## config.mk

```make
export PLATFORM = sky130hd
export DESIGN_NAME = dco_trim_sequencer
export DESIGN_NICKNAME = d
export VERILOG_FILES = /design/src/rtl/dco_trim_sequencer.sv
export SDC_FILE = /design/constraint.sdc
export NUM_CORES = 1
export LEC_CHECK = 0
export BUFFER_PORTS_ARGS = -buffer_cell sky130_fd_sc_hd__buf_2
export CAP_MARGIN = 20
export CELL_PAD_IN_SITES_DETAIL_PLACEMENT = 0
export CELL_PAD_IN_SITES_GLOBAL_PLACEMENT = 1
export CORE_ASPECT_RATIO = 1.75
export CORE_UTILIZATION = 45
export CTS_CLUSTER_DIAMETER = 200
export CTS_CLUSTER_SIZE = 20
export DETAILED_ROUTE_END_ITERATION = 10
export PLACE_DENSITY = 0.89
export SLEW_MARGIN = 20
export SYNTH_ARGS = -nofsm -noshare
export SYNTH_HDL_FRONTEND = slang
export SYNTH_SLANG_ARGS = --single-unit
```

## constraint.sdc

```tcl
create_clock -name clock -period 9.9 [get_ports clock]
set_input_delay 1.98 -clock clock [delete_from_list [all_inputs] [get_ports clock]]
set_output_delay 1.98 -clock clock [all_outputs]
set_load 0.02 [all_outputs]
```

## src/rtl/dco_trim_sequencer.sv

```systemverilog
// Start-up and trim-slew sequencer for the 13-stage trimmable ring oscillator.
// Walks the 26-bit thermometer-style trim word one bit per step toward a requested trim count.
module dco_trim_sequencer #(
    parameter int STEP_DIV  = 16,
    parameter int START_CYC = 8
) (
    input  logic        clock,
    input  logic        reset,
    input  logic        en,
    input  logic [4:0]  target,
    input  logic        target_valid,
    output logic        target_ready,
    output logic        osc_enable,
    output logic        osc_run,
    output logic [25:0] trim,
    output logic [4:0]  count,
    output logic        busy,
    output logic        settled
);

    localparam int TIMER_MAX = (STEP_DIV > START_CYC) ? STEP_DIV : START_CYC;
    localparam int TW        = (TIMER_MAX > 1) ? $clog2(TIMER_MAX) : 1;
    localparam logic [4:0] COUNT_MAX = 5'd26;

    typedef enum logic [1:0] {
        S_OFF,
        S_START,
        S_IDLE,
        S_SLEW
    } state_t;

    state_t      state, state_nxt;
    logic [TW-1:0] timer, timer_nxt;
    logic [4:0]  tgt, tgt_nxt;
    logic [4:0]  count_nxt;
    logic [4:0]  clamped;
    logic [25:0] trim_nxt;
    logic        ready_nxt, enable_nxt, run_nxt, busy_nxt, settled_nxt;

    // Primary bits fill first; secondary bits start once all 13 primaries are set.
    function automatic logic [25:0] decode(input logic [4:0] n);
        logic [25:0] w;
        w = '0;
        for (int i = 0; i < 13; i++) begin
            w[i]      = (5'(i) < n);
            w[13 + i] = (5'(i + 13) < n);
        end
        return w;
    endfunction

    assign clamped = (target > COUNT_MAX) ? COUNT_MAX : target;

    // NOTE: every signal gets its default before the case statement so no path leaves it unassigned (no latches).
    always_comb begin
        state_nxt   = state;
        timer_nxt   = timer;
        tgt_nxt     = tgt;
        count_nxt   = count;
        ready_nxt   = target_ready;
        enable_nxt  = osc_enable;
        run_nxt     = osc_run;
        busy_nxt    = busy;
        settled_nxt = 1'b0;

        if (!en) begin
            state_nxt  = S_OFF;
            timer_nxt  = '0;
            tgt_nxt    = '0;
            count_nxt  = '0;
            ready_nxt  = 1'b0;
            enable_nxt = 1'b0;
            run_nxt    = 1'b0;
            busy_nxt   = 1'b0;
        end else begin
            case (state)
                S_OFF: begin
                    state_nxt  = S_START;
                    enable_nxt = 1'b1;
                    run_nxt    = 1'b0;
                    busy_nxt   = 1'b1;
                    ready_nxt  = 1'b0;
                    timer_nxt  = TW'(START_CYC - 1);
                end
                S_START: begin
                    if (timer == '0) begin
                        state_nxt = S_IDLE;
                        run_nxt   = 1'b1;
                        busy_nxt  = 1'b0;
                        ready_nxt = 1'b1;
                    end else begin
                        timer_nxt = timer - 1'b1;
                    end
                end
                S_IDLE: begin
                    ready_nxt = 1'b1;
                    if (target_valid && target_ready) begin
                        tgt_nxt   = clamped;
                        ready_nxt = 1'b0;
                        if (clamped == count) begin
                            settled_nxt = 1'b1;
                        end else begin
                            state_nxt = S_SLEW;
                            busy_nxt  = 1'b1;
                            timer_nxt = TW'(STEP_DIV - 1);
                        end
                    end
                end
                S_SLEW: begin
                    ready_nxt = 1'b0;
                    if (timer == '0) begin
                        count_nxt = (tgt > count) ? count + 5'd1 : count - 5'd1;
                        timer_nxt = TW'(STEP_DIV - 1);
                        if (count_nxt == tgt) begin
                            state_nxt   = S_IDLE;
                            busy_nxt    = 1'b0;
                            settled_nxt = 1'b1;
                            ready_nxt   = 1'b1;
                        end
                    end else begin
                        timer_nxt = timer - 1'b1;
                    end
                end
                default: state_nxt = S_OFF;
            endcase
        end

        // Decoding the next count keeps trim registered and in step with count.
        trim_nxt = decode(count_nxt);
    end

    // NOTE: sequential state uses non-blocking assignments so all registers update together on the edge.
    always_ff @(posedge clock or posedge reset) begin
        if (reset) begin
            state        <= S_OFF;
            timer        <= '0;
            tgt          <= '0;
            count        <= '0;
            trim         <= '0;
            target_ready <= 1'b0;
            osc_enable   <= 1'b0;
            osc_run      <= 1'b0;
            busy         <= 1'b0;
            settled      <= 1'b0;
        end else begin
            state        <= state_nxt;
            timer        <= timer_nxt;
            tgt          <= tgt_nxt;
            count        <= count_nxt;
            trim         <= trim_nxt;
            target_ready <= ready_nxt;
            osc_enable   <= enable_nxt;
            osc_run      <= run_nxt;
            busy         <= busy_nxt;
            settled      <= settled_nxt;
        end
    end

endmodule

```

==> impl_metrics.env, run 1 <==
export IMPL_max_freq_ghz=0.241
export IMPL_max_stage_delay_ns=0.71
export IMPL_worstPathMaxFanout=26
export IMPL_final_area_um2=2710
export IMPL_critPathKind="register to register"
export IMPL_cts_sinks=45
export IMPL_clk_pin_slew_ns=0.09
export IMPL_post_route_min_period_ns=4.15
export IMPL_yosys_warnings=0
export IMPL_drt_iter0_markers=93
export IMPL_die_height_um=98.8
export IMPL_synth_enable_flop_cells=0
export IMPL_area_growth_pct=12.4
export IMPL_relSlewSlack_pct=39.5
export IMPL_hold_path_class="register to register"
export IMPL_remaining_drc_errors=2
export IMPL_grt_util_all_layers_pct=19.4
export IMPL_syn_cell_area_um2=2410
export IMPL_diodes=0
export IMPL_hpwl_um=3650
export IMPL_synth_fp_nets=255
export IMPL_arrival_ns=4.28
export IMPL_insertion_delay_ns=0.31
export IMPL_violations="DRC"
export IMPL_cts_inserted_buffers=5
export IMPL_setup_viol=0
export IMPL_ys_seq_area_share_pct=46.7
export IMPL_worst_pin_slew_ns=0.907
export IMPL_maxSlewViolCount=0
export IMPL_synth_top_family_by_area="compound AO/OA/AOI/OAI gates"
export IMPL_yosysMostFrequentCell="dfrtp_1"
export IMPL_synthTopCellsByCount="45 x dfrtp_1, 16 x nand2_1, 15 x inv_1"
export IMPL_htree_num_levels=2
export IMPL_cp_common_cell="inv_1"
export IMPL_synth_avg_cell_area_um2=10.3
export IMPL_place_congestion=0.814
export IMPL_cp_slowest_cell="mux2i_4"
export IMPL_routed_wl_um=4980
export IMPL_grt_antenna_before_repair=0
export IMPL_power_leakage_nw=1.37
export IMPL_cp_cell_sequence="inv_1 > ha_1 > a211o_1 > a221oi_2 > or2_2 > inv_1 > fa_1 > o21a_1 > or3_1 > a21oi_2 > mux2i_4 > o31ai_1"
export IMPL_vias=1803
export IMPL_yosys_area_share_adder_pct=6.02
export IMPL_synthArstFlopShare_pct=100
export IMPL_die_x_um=57.3
export IMPL_p_per_area_nw_per_um2=145
export IMPL_grt_pass1_wl_um=8360
export IMPL_wl_per_cell_um=15.2
export IMPL_required_ns=10.03
export IMPL_place_ws_ns=5.80
export IMPL_synth_cells=235
export IMPL_path_delay_family="compound AO/OA/AOI/OAI gates"
export IMPL_vdd_ir_drop_max_mv=0.121
export IMPL_grt_max_degree=46
export IMPL_synth_top_area_share_pct=46.7
export IMPL_synth_ff_type="dfrtp_1"
export IMPL_clock_path_buffers=2
export IMPL_post_cts_buffers=0
export IMPL_max_cap_viol_count=0
export IMPL_cts_root_buf="clkbuf_8"
export IMPL_fin_crit_sh_pct=41.9
export IMPL_overflow=0
export IMPL_rows=34
export IMPL_tns_ns=0
export IMPL_muxShareOfSynthArea_pct=2.70
export IMPL_synth_distinct_cells=58
export IMPL_antenna_left=0
export IMPL_floorplan_core_area_um2=5060
export IMPL_grt_pass1_vias=1877
export IMPL_synth_compound_area_share_pct=17.7
export IMPL_hold_viol_final=0
export IMPL_start_util_pct=47.6
export IMPL_layout_drive_gt1_share_pct=27.0
export IMPL_crit_buf_inv=2
export IMPL_viasPerCell=5.50
export IMPL_fin_nets=293
export IMPL_synth_xor_area_share_pct=5.30
export IMPL_power_w=0.000393
export IMPL_hold_buffers=0
export IMPL_fin_ws_ns=5.75
export IMPL_rsz0062_at_grt="false"
export IMPL_ys_ff_latch=45
export IMPL_dr_pass1_iters=7
export IMPL_synthTopCellsByArea="dfrtp_1 47%, ha_1 5.2%, xnor2_1 3.3%, a21oi_1 2.7%, nand3_1 2.7%"
export IMPL_synthSimpleGateAreaFrac_pct=15.6
export IMPL_cts_resized_gates=0
export IMPL_io_buffers=44
export IMPL_end_kind="register"
export IMPL_io_pins=45
export IMPL_cts_tree="done"
export IMPL_dieArea_um2=5660
export IMPL_startpoint_type="register"
export IMPL_yosysTopAreaCell="dfrtp_1"
export IMPL_status="complete, but fails checks"
export IMPL_clock_skew_ns=0.0128
export IMPL_place_area_um2=2620
## state kept, by name, indices dropped and copies added (netlist names)
signal and cells:
count 4, target_ready 1, state 2, tgt 5, trim 26, settled 1
osc_run 1, timer 4, osc_enable 1
## final cells by class
class	count	area (µm²)
clock buffers	5	68.8
flip-flops and latches	45	1130
clock inverters	3	22.5
fillers	475	2350
multi-input cells	160	1140
inverters	17	63.8
well taps	54	67.6
repair buffers	44	220
## cells by family (layout without fill, tap and decap cells)
family / count (synthesis) / in the layout
compound gates: 62 / 62
xor+xnor: 13 / 13
fa+ha+maj: 11 / 11
buf+inv: 30 / 69
flops: 45 / 45
mux: 5 / 5
simple gates: 69 / 69
## cells in the final DEF, fill, tap and decap left out, types with 4 or more instances in the layout
cell       n
ha_1      10
nor2b_1    4
a21oi_1   13
buf_2     44
a31oi_1    4
clkbuf_8   5
nand3_1   13
nand2_1   16
o21ai_0   10
a21oi_2    5
nor2_1     5
xnor2_1    9
nor3_1     8
o21ai_1    5
inv_1     14
dfrtp_1   45
## power by group
group          switching, W  internal, W
Sequential        0.0000103     0.000192
Combinational     0.0000452    0.0000312
Clock             0.0000651    0.0000495
## per-stage QoR
stage / utilization [%] / cells / hold WS (ns)
floorplan: - / 235 / 0.555
global placement: 51.7 / 320 / 0.468
detailed placement: 51.7 / 320 / 0.478
CTS: 53.5 / 328 / 0.498
global route: 53.5 / 328 / 0.509
finish: 53.5 / 328 / 0.493
## final timing paths
path,end,from,cells after the start,slack [ns]
hold reg to reg,osc_enable$_DFFE_PP0P_,osc_enable$_DFFE_PP0P_,1,0.49
hold / removal,osc_enable$_DFFE_PP0P_,osc_enable$_DFFE_PP0P_,1,0.49
setup / recovery,trim[10]$_DFF_PP0_,count[2]$_DFF_PP0_,12,5.75
min in group asynchronous,trim[20]$_DFF_PP0_,reset,2,1.87
setup reg to reg,trim[10]$_DFF_PP0_,count[2]$_DFF_PP0_,12,5.75
max in group asynchronous,count[3]$_DFF_PP0_,reset,2,7.46
## worst register-to-register path: cells and delay by family, from the launching register on
family | cells | cell delay, ns
adder cells (fa/ha/maj) | 2 | 0.71
AND/OR/NAND/NOR | 2 | 0.56
flip-flops | 1 | 0.56
AO/OA/AOI/OAI | 5 | 1.25
multiplexers | 1 | 0.71
buffers and inverters | 2 | 0.18
## layer usage
metal | wire length (µm) | GRT usage (%) | up-vias
li1 | - | - | 903
met1 | 2040 | 21.6 | 860
met2 | 2680 | 35.0 | 32
met3 | 149 | 3.67 | 8
met4 | 105 | 8.44 | 0
met5 | 0 | 0 | -
No activity file was read; power rests on OpenSTA's default activity.
==> run 2, diff against run 1 <==
--- a/config.mk
+++ b/config.mk
@@ -10,11 +10,11 @@
 export CELL_PAD_IN_SITES_DETAIL_PLACEMENT = 0
 export CELL_PAD_IN_SITES_GLOBAL_PLACEMENT = 1
 export CORE_ASPECT_RATIO = 1.75
-export CORE_UTILIZATION = 45
+export CORE_UTILIZATION = 38
 export CTS_CLUSTER_DIAMETER = 200
 export CTS_CLUSTER_SIZE = 20
 export DETAILED_ROUTE_END_ITERATION = 10
-export PLACE_DENSITY = 0.89
+export PLACE_DENSITY = 0.81
 export SLEW_MARGIN = 20
 export SYNTH_ARGS = -nofsm -noshare
 export SYNTH_HDL_FRONTEND = slang
==> constraint.sdc (replaced) <==
create_clock -name clock -period 3.5 [get_ports clock]
set_input_delay 0.7 -clock clock [delete_from_list [all_inputs] [get_ports clock]]
set_output_delay 0.7 -clock clock [all_outputs]
set_load 0.02 [all_outputs]
==> run 2 against run 1 <==
Against the previous run:
- the flow now finishes without violations
- non-clock buffer count increased by 18
- first-iteration DRC count fell by 31%
- clock skew fell by 0.00084 ns
- fmax grew 19%
- critical path depth increased by 1
- cell area grew 13%
- sequential share of layout area shrank 4.8 points
- clock-buffer cell count unchanged
- setup slack got worse by 5.8 ns
- register-to-register slack got worse by 5.8 ns
- routed wire length up 19%
- combinational power grew to 3.4 times the previous value
- critical path type unchanged
- largest power group unchanged
==> impl_metrics.env, run 2 (synthesized netlist as in run 1, its figures left out) <==
export IMPL_hold_ws_ns=0.356
export IMPL_end_kind="register"
export IMPL_die_x_um=62.2
export IMPL_cts_tree="done"
export IMPL_clk_pin_slew_ns=0.10
export IMPL_drt_met1_wl_um=2230
export IMPL_viasPerCell=5.27
export IMPL_start_util_pct=39.0
export IMPL_max_freq_ghz=0.286
export IMPL_relSlewSlack_pct=56.7
export IMPL_hpwl_um=4110
export IMPL_drt_iter0_markers=64
export IMPL_fin_nets=311
export IMPL_max_cap_viol_count=0
export IMPL_io_pins=45
export IMPL_clock_skew_ns=0.0119
export IMPL_die_height_um=107
export IMPL_insertion_delay_ns=0.32
export IMPL_intPower_w=0.000806
export IMPL_clkPwrFrac_pct=30.2
export IMPL_grt_max_degree=30
export IMPL_utilization_pct=49.7
export IMPL_grt_pass1_vias=1917
export IMPL_status="complete, no violations"
export IMPL_power_frac_comb_pct=21.7
export IMPL_worstPathMaxFanout=6
export IMPL_place_area_um2=2780
export IMPL_antenna_left=0
export IMPL_grt_util_all_layers_pct=18.1
export IMPL_overflow=0
export IMPL_final_cell_mix="44 x dfrtp_1, 44 x buf_2, 15 x nand2_1"
export IMPL_critPathKind="register to register"
export IMPL_hold_path_class="input pin to asynchronous set/reset pin"
export IMPL_worst_pin_slew_ns=0.640
export IMPL_grt_antenna_before_repair=0
export IMPL_area_growth_pct=27.4
export IMPL_rsz0062_at_grt="true"
export IMPL_startpoint_type="register"
export IMPL_power_leakage_nw=1.55
export IMPL_floorplan_core_area_um2=6180
export IMPL_dr_pass1_iters=4
export IMPL_wl_per_cell_um=15.9
export IMPL_maxSlewViolCount=0
export IMPL_largest_register_ffs=26
export IMPL_fin_crit_sh_pct=99.9
export IMPL_routed_top_layer="met4"
export IMPL_reg_top3="trim x26, tgt x5"
export IMPL_dp_cells=356
export IMPL_cts_inserted_buffers=5
export IMPL_p_sw_w=0.000380
export IMPL_cts_sinks=45
export IMPL_place_congestion=0.824
export IMPL_dieArea_um2=6680
export IMPL_cts_root_buf="clkbuf_8"
export IMPL_grt_pass1_wl_um=9150
export IMPL_post_route_min_period_ns=3.50
export IMPL_top_register="trim"
export IMPL_io_buffers=44
export IMPL_dr_wl_met3_um=225
export IMPL_setup_viol=0
export IMPL_switching_share_pct=32.0
export IMPL_hold_buffers=0
export IMPL_p_per_area_nw_per_um2=386
export IMPL_nFillCells=612
export IMPL_hold_viol_final=0
export IMPL_vdd_ir_drop_max_mv=0.338
export IMPL_rows=38
export IMPL_htree_num_levels=2
export IMPL_met2WireLength_um=3260
export IMPL_arrival_ns=3.70
export IMPL_seq_power_share_pct=48.1
export IMPL_final_cells=372
export IMPL_clock_path_buffers=2
export IMPL_tns_ns=0
export IMPL_rrSetupSlack_ns=0.004
export IMPL_diodes=0
export IMPL_vias=1960
export IMPL_remaining_drc_errors=0
export IMPL_final_area_um2=3070
export IMPL_routed_wl_um=5920
export IMPL_layout_drive_gt1_share_pct=37.3
export IMPL_required_ns=3.70
## run 2: changes by cell type in the layout (fill, tap and decap cells not counted), moves of 3 or more
cell        before  now
buf_4            0   12
nand3_1         13    9
nand3_2          1    5
clkinvlp_4       3    0
## run 2: path summary, 6_finish.rpt
check | from | end | depth (start not counted)
max reg2reg | count[2]$_DFF_PP0_ | trim[4]$_DFF_PP0_ | 13
min reg2reg | osc_enable$_DFFE_PP0P_ | osc_enable$_DFFE_PP0P_ | 1
min | reset | count[1]$_DFF_PP0_ | 2
min in group clock | osc_enable$_DFFE_PP0P_ | osc_enable$_DFFE_PP0P_ | 1
max | count[2]$_DFF_PP0_ | trim[4]$_DFF_PP0_ | 13
max in group asynchronous | reset | trim[5]$_DFF_PP0_ | 4
## run 2: final cells by class
type | count | area [µm²] | area share (%)
inverter | 17 | 63.8 | 2.08
tap | 80 | 100 | 3.26
timing repair buffer | 62 | 439 | 14.3
multi-input combinational | 160 | 1240 | 40.4
sequential | 45 | 1130 | 36.7
clock buffer | 5 | 68.8 | 2.24
clock inverter | 3 | 28.8 | 0.938
## run 2: critical path, cell delays in order (launching register included)
cell and delay [ns]:
dfrtp_2 0.42, inv_2 0.08, ha_4 0.21, a211o_1 0.29, a221oi_4 0.32, or2_4 0.19, inv_2 0.04, fa_2 0.35
o21a_1 0.24, or3_4 0.35, a21oi_4 0.18, mux2i_4 0.41, clkbuf_16 0.23, nand3_1 0.07
## run 2: power by group through the flow
stage	Sequential (W)	Combinational [W]	Clock, W
after floorplan	0.000589	0.000159	0
after global placement	0.000580	0.000227	0
after detailed placement	0.000581	0.000236	0
after CTS	0.000570	0.000237	0.000370
after global routing	0.000575	0.000286	0.000392
final	0.000570	0.000257	0.000359
## run 2: timing repair
item | CTS | global route
buffers inserted | 0 | 5
endpoints found under the setup margin | 0 | 26
gates resized for setup | 0 | 18
endpoints found under the hold margin | 0 | 0
## run 2: metrics by stage
step / power (W) / setup WS [ns]
floorplan: 0.000747 / 0.0200
global placement: 0.000806 / 0.157
detailed placement: 0.000816 / 0.0482
CTS: 0.00118 / 0.0322
global route: 0.00125 / -0.0818
finish: 0.00119 / 0.00378
## run 2: routing by layer
| layer | global-route usage (%) | up-vias |
|---|---|---|
| met5 | 0 | - |
| met4 | 10.6 | 0 |
| met3 | 3.92 | 17 |
| met2 | 32.8 | 62 |
| met1 | 19.1 | 940 |
| li1 | - | 941 |
